==> src/rtl/ks_pkg.sv <==
// ks_pkg: shared constants and helpers for the pipelined Kogge-Stone adder.
//   DEF_WIDTH / DEF_BLOCK : default operand width and bits per block
//   MODE_ADD / MODE_SUB   : encoding of the sub input
//   ks_levels(n)          : prefix-tree depth for an n-bit block, clog2(n)
package ks_pkg;

  localparam int DEF_WIDTH = 32;
  localparam int DEF_BLOCK = 8;

  localparam logic MODE_ADD = 1'b0;
  localparam logic MODE_SUB = 1'b1;

  function automatic int ks_levels(input int n);
    int l;
    l = 0;
    while ((1 << l) < n) l++;
    return l;
  endfunction

endpackage

==> src/rtl/ks_block.sv <==
// ks_block: combinational BLOCK-bit Kogge-Stone adder.
//   a, b : operand slices
//   ci   : carry into bit 0
//   s    : sum slice
//   co   : carry out of the top bit
module ks_block
  import ks_pkg::*;
#(
  parameter int BLOCK = DEF_BLOCK
) (
  input  logic [BLOCK-1:0] a,
  input  logic [BLOCK-1:0] b,
  input  logic             ci,
  output logic [BLOCK-1:0] s,
  output logic             co
);

  localparam int LEV = ks_levels(BLOCK);

  // g[l][i] / p[l][i]: group generate/propagate over bits [i-2^l+1 .. i]
  logic [LEV:0][BLOCK-1:0] g;
  logic [LEV:0][BLOCK-1:0] p;
  logic [BLOCK:0]          c;

  assign g[0] = a & b;
  assign p[0] = a ^ b;

  for (genvar l = 1; l <= LEV; l++) begin : g_lvl
    localparam int D = 1 << (l - 1);
    for (genvar i = 0; i < BLOCK; i++) begin : g_bit
      if (i >= D) begin : g_op
        assign g[l][i] = g[l-1][i] | (p[l-1][i] & g[l-1][i-D]);
        assign p[l][i] = p[l-1][i] & p[l-1][i-D];
      end else begin : g_pass
        assign g[l][i] = g[l-1][i];
        assign p[l][i] = p[l-1][i];
      end
    end
  end

  // After the last level every prefix spans down to bit 0, so the block
  // carry-in folds in with a single AND-OR per bit.
  assign c[0] = ci;
  for (genvar i = 0; i < BLOCK; i++) begin : g_carry
    assign c[i+1] = g[LEV][i] | (p[LEV][i] & ci);
  end

  assign s  = p[0] ^ c[BLOCK-1:0];
  assign co = c[BLOCK];

endmodule

==> src/rtl/ks_pipe_adder.sv <==
// ks_pipe_adder: WIDTH-bit add/subtract split into NSTAGE = WIDTH/BLOCK
// Kogge-Stone blocks with a register after each block. One result per cycle,
// latency NSTAGE, valid/ready handshake with a global stall.
//   clk, rst            : clock, asynchronous active-high reset
//   in_valid / in_ready : operand handshake
//   x1, x2, cin, sub    : operands; sub=1 gives x1-x2 (cin ignored)
//   out_valid/out_ready : result handshake
//   s, cout, ovf        : result, carry out of MSB (1 = no borrow), signed ovf
module ks_pipe_adder
  import ks_pkg::*;
#(
  parameter int WIDTH = DEF_WIDTH,
  parameter int BLOCK = DEF_BLOCK
) (
  input  logic             clk,
  input  logic             rst,
  input  logic             in_valid,
  output logic             in_ready,
  input  logic [WIDTH-1:0] x1,
  input  logic [WIDTH-1:0] x2,
  input  logic             cin,
  input  logic             sub,
  output logic             out_valid,
  input  logic             out_ready,
  output logic [WIDTH-1:0] s,
  output logic             cout,
  output logic             ovf
);

  localparam int NSTAGE = WIDTH / BLOCK;
  localparam int LAST   = NSTAGE - 1;
  localparam logic [WIDTH-1:0] BMASK = WIDTH'({BLOCK{1'b1}});

  if (BLOCK < 1 || (WIDTH % BLOCK) != 0) begin : g_bad_param
    $error("ks_pipe_adder: WIDTH must be a positive multiple of BLOCK");
  end

  // Pipeline registers, index k = register after block k.
  // Operands travel whole; block k only reads its own slice.
  logic [WIDTH-1:0] a_q [NSTAGE];
  logic [WIDTH-1:0] b_q [NSTAGE];
  logic [WIDTH-1:0] s_q [NSTAGE];
  logic             c_q [NSTAGE];
  logic             v_q [NSTAGE];
  logic             ovf_q;

  // Stage inputs: stage 0 sees the preconditioned ports, stage k the regs k-1.
  logic [WIDTH-1:0] a_st [NSTAGE];
  logic [WIDTH-1:0] b_st [NSTAGE];
  logic [WIDTH-1:0] s_st [NSTAGE];
  logic             c_st [NSTAGE];
  logic             v_st [NSTAGE];

  logic [BLOCK-1:0] blk_s [NSTAGE];
  logic             blk_c [NSTAGE];
  logic [WIDTH-1:0] s_nx  [NSTAGE];

  logic adv;

  assign out_valid = v_q[LAST];
  assign adv       = !out_valid | out_ready;
  assign in_ready  = adv;

  for (genvar k = 0; k < NSTAGE; k++) begin : g_stage
    if (k == 0) begin : g_head
      // Subtract is x1 + ~x2 + 1; the mode is consumed here and never stored.
      assign a_st[k] = x1;
      assign b_st[k] = (sub == MODE_SUB) ? ~x2 : x2;
      assign c_st[k] = (sub == MODE_SUB) ? 1'b1 : cin;
      assign s_st[k] = '0;
      assign v_st[k] = in_valid;
    end else begin : g_body
      assign a_st[k] = a_q[k-1];
      assign b_st[k] = b_q[k-1];
      assign c_st[k] = c_q[k-1];
      assign s_st[k] = s_q[k-1];
      assign v_st[k] = v_q[k-1];
    end

    ks_block #(.BLOCK(BLOCK)) u_blk (
      .a  (a_st[k][k*BLOCK +: BLOCK]),
      .b  (b_st[k][k*BLOCK +: BLOCK]),
      .ci (c_st[k]),
      .s  (blk_s[k]),
      .co (blk_c[k])
    );

    // Lower result slices ride along; this stage fills in its own slice.
    assign s_nx[k] = (s_st[k] & ~(BMASK << (k*BLOCK)))
                   | (WIDTH'(blk_s[k]) << (k*BLOCK));
  end

  always_ff @(posedge clk or posedge rst) begin
    if (rst) begin
      for (int k = 0; k < NSTAGE; k++) begin
        a_q[k] <= '0;
        b_q[k] <= '0;
        s_q[k] <= '0;
        c_q[k] <= 1'b0;
        v_q[k] <= 1'b0;
      end
      ovf_q <= 1'b0;
    end else if (adv) begin
      for (int k = 0; k < NSTAGE; k++) begin
        a_q[k] <= a_st[k];
        b_q[k] <= b_st[k];
        s_q[k] <= s_nx[k];
        c_q[k] <= blk_c[k];
        v_q[k] <= v_st[k];
      end
      // b here is post-inversion, so one rule covers add and subtract.
      ovf_q <= (a_st[LAST][WIDTH-1] == b_st[LAST][WIDTH-1])
             & (s_nx[LAST][WIDTH-1] != a_st[LAST][WIDTH-1]);
    end
  end

  assign s    = s_q[LAST];
  assign cout = c_q[LAST];
  assign ovf  = ovf_q;

endmodule

==> config.mk <==
export PLATFORM = sky130hd
export DESIGN_NAME = ks_pipe_adder
export DESIGN_NICKNAME = d
export VERILOG_FILES = /design/src/rtl/ks_pkg.sv /design/src/rtl/ks_block.sv /design/src/rtl/ks_pipe_adder.sv
export SDC_FILE = /design/constraint.sdc
export NUM_CORES = 1
export LEC_CHECK = 0
export CAP_MARGIN = 20
export CORE_AREA = 10 10 133 135
export CTS_CLUSTER_SIZE = 14
export DETAILED_ROUTE_END_ITERATION = 12
export DIE_AREA = 0 0 143 145
export PLACE_DENSITY = 0.85
export SYNTH_ARGS = -nofsm -noshare
export SYNTH_HDL_FRONTEND = slang
export SYNTH_HIERARCHICAL = 1
export SYNTH_SLANG_ARGS = --single-unit
==> constraint.sdc <==
create_clock -name clk -period 14.9 [get_ports clk]
set_input_delay 1.49 -clock clk [delete_from_list [all_inputs] [get_ports clk]]
set_output_delay 1.49 -clock clk [all_outputs]
set_load 0.005 [all_outputs]
---- Word level (Yosys, flattened, before mapping) ----
Index checks and enable logic that the tools add are counted.
word-level totals
  flip-flop bits (word level) ............. 281
  bits of input ports ..................... 70
  output and inout port bits .............. 36
operators by class
  equal/unequal tests ..................... 2
  muxes and demuxes ....................... 2
  bitwise logic cells ..................... 286
  reduce and logical (&&, ||, !) cells .... 1
operators by type and width
  operator         number
  $and 1x1->1      169
  $or 1x1->1       101
  $xor 8x8->8      8
  $and 8x8->8      4
  $mux 32          1
  $not 32->32      1
  $or 24x32->32    1
  $or 16x24->24    1
  $or 8x16->16     1
  $eq 1x1->1       1
  $logic_not 1->1  1
  $mux 1           1
  $ne 1x1->1       1

---- Longest topological paths before layout ----
  depth in word-level cells ............... 11
  gate-level depth with buffers ........... 9
  mapped depth without buffers ............ 7

---- Hierarchy ----
Netlist, hierarchy kept.
by module, submodules not included
  module                            times used  cells an instance  area an instance (um^2)  sequential area each (um^2)
  ks_pipe_adder                     1           433                7776.2                   4629.4
  ks_block at g_stage[1].u_blk ...  3           36                 305.3                    0.0
  ks_block at g_stage[0].u_blk      1           40                 320.3                    0.0

---- Worst setup path before layout ----
Ideal clock, no wire load.
  kind .................................... in2reg
  start point ............................. input port sub
  end point ............................... register c_q[3] (netlist bit)
  setup time .............................. 0.125 ns
  arrival ................................. 3.451 ns
  data required time ...................... 14.775 ns
  setup slack ............................. 11.324 ns
  stages .................................. 9
  buffers on the path ..................... 2
  path through ............................ buf_2 -> buf_2 -> xor2_1 -> ha_1 -> a21oi_2 -> o2111ai_2 -> a221o_1 -> a21o_1 -> mux2_4
RTL lines
  item                             RTL line              source
  from (decl)                      ks_pipe_adder.sv:22   input logic sub,
  to (signal, indexed assignment)  ks_pipe_adder.sv:108  c_q[k] <= blk_c[k];
  to (decl)                        ks_pipe_adder.sv:43   logic c_q [NSTAGE];

---- Worst setup path after layout ----
  start point ............................. input port out_ready
  end point ............................... output port in_ready
on the way
  cells in the longest elaborated chain, start to end .. 1
ends and longest elaborated chain
  item         RTL line             source
  from (decl)  ks_pipe_adder.sv:24  input logic out_ready,
  $or 1x1->1   ks_pipe_adder.sv:61  assign adv = !out_valid | out_ready;
  to (decl)    ks_pipe_adder.sv:18  output logic in_ready,
Every way passes these cells.

==> metrics.txt <==
# TYPE chip_impl_metric gauge
chip_impl_info{name="critical_path.cell_chain",value="clkdlybuf4s50_1 -> nand2b_4 -> clkdlybuf4s50_1"} 1
chip_impl_metric{name="antenna_found_initial",unit=""} 0
chip_impl_metric{name="worst_ep_required_time",unit="ps"} 13410
chip_impl_metric{name="first_pass_grt_wire_length",unit="um"} 28100
chip_impl_info{name="clock_tree_from_tritoncts",value="built"} 1
chip_impl_info{name="run_status",value="finished, final reports clean"} 1
chip_impl_metric{name="setup_clock_skew_after_layout",unit="ps"} 11.1
chip_impl_metric{name="report.final.slew_viol_count",unit=""} 0
chip_impl_info{name="layout_common_cells",value="sky130_fd_sc_hd__dfrtp_1 (185), sky130_fd_sc_hd__mux2_4 (137), sky130_fd_sc_hd__clkdlybuf4s50_1 (104), sky130_fd_sc_hd__mux2_2 (46), sky130_fd_sc_hd__xor2_1 (43)"} 1
chip_impl_metric{name="ant_nets",unit=""} 0
chip_impl_metric{name="route.detailed.drc",unit=""} 0
chip_impl_metric{name="areaGrowthSynthToFinish",unit="%"} 18.7
chip_impl_metric{name="report.final.hold_viol_count",unit=""} 0
chip_impl_metric{name="p_leak",unit="uW"} 0.00502
chip_impl_metric{name="detailedPlacementHpwl",unit="um"} 11600
chip_impl_metric{name="crit_buf_inv",unit=""} 2
chip_impl_metric{name="relSlewSlack",unit="%"} 27.8
chip_impl_metric{name="cap_viol_max_count",unit=""} 0
chip_impl_metric{name="dr.pass1.iters",unit=""} 6
chip_impl_metric{name="cts.hold.buffers_added",unit=""} 0
chip_impl_metric{name="arrival",unit="ps"} 3450
chip_impl_metric{name="diodes",unit=""} 0
chip_impl_metric{name="netSwitchingPower",unit="uW"} 719
chip_impl_metric{name="totalWireLength",unit="um"} 16600
chip_impl_info{name="worstSetupPathType",value="in -> out"} 1
chip_impl_metric{name="power_frac_seq",unit="%"} 37.4
chip_impl_metric{name="synth_async_sr_flop_share",unit="%"} 100
chip_impl_metric{name="placed_cell_area",unit="sq mm"} 0.0101
chip_impl_info{name="slowest_stage",value="sky130_fd_sc_hd__nand2b_4"} 1
chip_impl_metric{name="power.share.combinational",unit="%"} 43.9
chip_impl_metric{name="gp_congestion",unit=""} 0.802
chip_impl_metric{name="ctsResizeCount",unit=""} 0
chip_impl_metric{name="n_fill_cell",unit=""} 970
chip_impl_metric{name="clkTransAtPathRegs",unit="ps"} 60
chip_impl_metric{name="clock_latency",unit="ps"} 420
chip_impl_metric{name="syn-cell-area",unit="sq mm"} 0.00901
chip_impl_metric{name="path_max_fanout",unit=""} 61
chip_impl_info{name="crit-reg2reg-launch",value="out_valid$_DFFE_PP0P_"} 1
chip_impl_info{name="critPathLaunch",value="out_ready"} 1
chip_impl_metric{name="clkSinkCount",unit=""} 185
chip_impl_metric{name="fin_tns_setup",unit="ps"} 0
chip_impl_metric{name="cellInternalPower",unit="uW"} 1640
chip_impl_metric{name="cts_buffers",unit=""} 17
chip_impl_metric{name="max_freq",unit="MHz"} 202
chip_impl_info{name="layout.cells.most_common",value="sky130_fd_sc_hd__dfrtp_1"} 1
chip_impl_info{name="critical-path-top-cell-by-count",value="sky130_fd_sc_hd__clkdlybuf4s50_1"} 1
chip_impl_metric{name="finalWorstPathRequiredPeriod",unit="ps"} 4940
chip_impl_metric{name="rows",unit=""} 45
chip_impl_metric{name="cts-root-to-sink-buffers",unit=""} 2
chip_impl_metric{name="htree_levels",unit=""} 4
chip_impl_metric{name="setup_viol",unit=""} 0
chip_impl_metric{name="grt_start_max_net_pins",unit=""} 104
chip_impl_metric{name="coreArea",unit="sq mm"} 0.0150
chip_impl_metric{name="fin_total_pwr",unit="uW"} 2350
chip_impl_metric{name="synth_area_per_cell",unit="sq um"} 15.5
chip_impl_metric{name="via_count_of_the_first_global_routing_pass",unit=""} 5307
chip_impl_metric{name="final_net_count",unit=""} 790
chip_impl_metric{name="floorplan.die_area",unit="sq mm"} 0.0207
chip_impl_metric{name="synth-edff-count",unit=""} 0
chip_impl_metric{name="postSynthNetCount",unit=""} 687
chip_impl_metric{name="max_ir_drop_vdd",unit="mV"} 0.155
chip_impl_metric{name="worstMarginPinSlew",unit="ps"} 1080
chip_impl_metric{name="floorplan.die.width",unit="um"} 143
chip_impl_metric{name="total_via_count_in_the_routed_design",unit=""} 4799
chip_impl_metric{name="power.density_cell_area",unit="mW/mm^2"} 220
chip_impl_info{name="worst_setup_path_start_kind",value="input port"} 1
chip_impl_metric{name="ios",unit=""} 106
chip_impl_info{name="critical_path.top_delay_family",value="buffers and inverters"} 1
chip_impl_metric{name="part_of_the_cycle_the_worst_path_needs",unit="%"} 33.2
chip_impl_metric{name="drt-wirelength-per-cell",unit="um"} 18.8
chip_impl_metric{name="io_buffers",unit=""} 105
chip_impl_metric{name="fin_area",unit="sq mm"} 0.0107
chip_impl_metric{name="die_h",unit="um"} 145
chip_impl_metric{name="synth.yosys.seq_area_share",unit="%"} 51.4
chip_impl_metric{name="drive_gt1_share",unit="%"} 33.6
chip_impl_metric{name="overall_track_demand_over_capacity_in_global_routing",unit="%"} 16.7
chip_impl_info{name="hp-start",value="v_q[1]$_DFFE_PP0P_"} 1
chip_impl_metric{name="swShare",unit="%"} 30.5
chip_impl_metric{name="post_synth_num_cell_types",unit=""} 31
chip_impl_metric{name="cts.repair_timing.setup_buffer_count",unit=""} 0
chip_impl_metric{name="start_util",unit="%"} 60.0
chip_impl_metric{name="drt-initial-drc-count",unit=""} 240
chip_impl_metric{name="yosys_warnings",unit=""} 6
chip_impl_info{name="synth_top_flop_cell",value="sky130_fd_sc_hd__dfrtp_1"} 1
chip_impl_info{name="critical_path_end_type",value="output pin"} 1
chip_impl_info{name="clock_tree.root_cell",value="sky130_fd_sc_hd__clkbuf_16"} 1
chip_impl_metric{name="via_per_inst",unit=""} 5.42
chip_impl_metric{name="netlist_instances",unit=""} 581
chip_impl_info{name="hold_path_class",value="reg -> reg"} 1
chip_impl_metric{name="power_share_of_the_clock_group",unit="%"} 18.8
chip_impl_metric{name="ys_ff_latch",unit=""} 185
chip_impl_info{name="rsz0062_at_grt",value="false"} 1
chip_impl_metric{name="globalRouteOverflowTotal",unit=""} 0
chip_impl_metric{name="cpPeakStageDelay",unit="ps"} 800
## stage by stage
stage,instances,hold slack (ps),utilization (%),setup slack [ps]
5_1_grt,885,513,71.2,9860
2_1_floorplan,581,435,-,8380
6_report,885,480,71.2,9960
4_1_cts,884,480,71.0,9940
3_5_place_dp,852,459,67.1,9940
3_3_place_gp,852,450,67.1,9960
## cell families after synthesis
| logic type | count (synthesis) | synth area share, % |
|---|---|---|
| and+or+nand+nor | 46 | 2.72 |
| AOI/OAI and AO/OA | 41 | 3.62 |
| muxes | 183 | 28.6 |
| DFF | 185 | 51.4 |
| buffers and inverters | 34 | 2.94 |
| adders and majority gates | 36 | 5.33 |
| xor gates and xnor gates | 56 | 5.44 |
## cells in the mapped netlist, types with 4 or more instances
| cell | count | share of area (%) |
|---|---|---|
| sky130_fd_sc_hd__a21o_1 | 8 | 0.67 |
| sky130_fd_sc_hd__a21oi_1 | 8 | 0.44 |
| sky130_fd_sc_hd__a21oi_2 | 4 | 0.39 |
| sky130_fd_sc_hd__a221o_1 | 4 | 0.44 |
| sky130_fd_sc_hd__and2b_2 | 4 | 0.39 |
| sky130_fd_sc_hd__and3_1 | 4 | 0.28 |
| sky130_fd_sc_hd__buf_2 | 8 | 0.44 |
| sky130_fd_sc_hd__buf_6 | 17 | 2.1 |
| sky130_fd_sc_hd__dfrtp_1 | 185 | 51 |
| sky130_fd_sc_hd__fa_1 | 4 | 0.89 |
| sky130_fd_sc_hd__ha_1 | 32 | 4.4 |
| sky130_fd_sc_hd__inv_1 | 9 | 0.37 |
| sky130_fd_sc_hd__mux2_2 | 46 | 5.7 |
| sky130_fd_sc_hd__mux2_4 | 137 | 23 |
| sky130_fd_sc_hd__nand2_1 | 4 | 0.17 |
| sky130_fd_sc_hd__nand3_1 | 8 | 0.44 |
| sky130_fd_sc_hd__nor2_1 | 16 | 0.67 |
| sky130_fd_sc_hd__nor3_1 | 4 | 0.22 |
| sky130_fd_sc_hd__o2111ai_2 | 4 | 0.67 |
| sky130_fd_sc_hd__o211ai_1 | 4 | 0.33 |
| sky130_fd_sc_hd__o21ai_0 | 4 | 0.22 |
| sky130_fd_sc_hd__o41ai_1 | 4 | 0.39 |
| sky130_fd_sc_hd__xnor2_1 | 13 | 1.3 |
| sky130_fd_sc_hd__xor2_1 | 43 | 4.2 |
## routing by layer
metal	track usage (%)	routed length, um	vias up
li1	-	-	2255
met1	21.4	7390	2444
met2	27.4	8440	84
met3	3.85	562	16
met4	5.52	236	0
met5	0	0	-
## state kept, by name (all words and copies together), names as in the netlist
register / count
a_q: 48
b_q: 48
c_q: 3
cout: 1
out_valid: 1
ovf: 1
s: 32
s_q: 48
v_q: 3
## power groups by stage
stage | Clock [uW] | Sequential [uW] | Combinational, uW
after detailed placement | 0 | 887 | 1040
after floorplan | 0 | 842 | 799
after global placement | 0 | 872 | 993
after CTS | 451 | 884 | 1040
final | 442 | 880 | 1030
after global routing | 474 | 912 | 1130
## path summary, 6_finish.rpt
| check | to | slack (ps) | cells past startpoint |
|---|---|---|---|
| worst max-delay path | in_ready | 9960 | 3 |
| worst min-delay path | out_valid$_DFFE_PP0P_ | 480 | 1 |
| worst max register to register | s_q[48]$_DFFE_PP0P_ | 12160 | 3 |
| worst min register to register | out_valid$_DFFE_PP0P_ | 480 | 1 |
| max in group asynchronous | s_q[67]$_DFFE_PP0P_ | 11980 | 4 |
| min in group asynchronous | v_q[2]$_DFFE_PP0P_ | 1640 | 2 |
## layout make-up
type	count	area [sq um]	area share [%]
Clock buffer	21	460	4.30
Clock inverter	11	123	1.15
Inverter	9	38.8	0.362
Multi-Input combinational cell	362	4120	38.5
Sequential cell	185	4630	43.3
Tap cell	188	235	2.20
Timing Repair Buffer	109	1100	10.2
## worst reg2reg max path, stage by stage, from the launching register on
cell and delay (ps):
sky130_fd_sc_hd__dfrtp_1 410, sky130_fd_sc_hd__nand2b_4 760, sky130_fd_sc_hd__buf_4 970, sky130_fd_sc_hd__mux2_2 480
No activity file was read; power rests on OpenSTA's default activity.
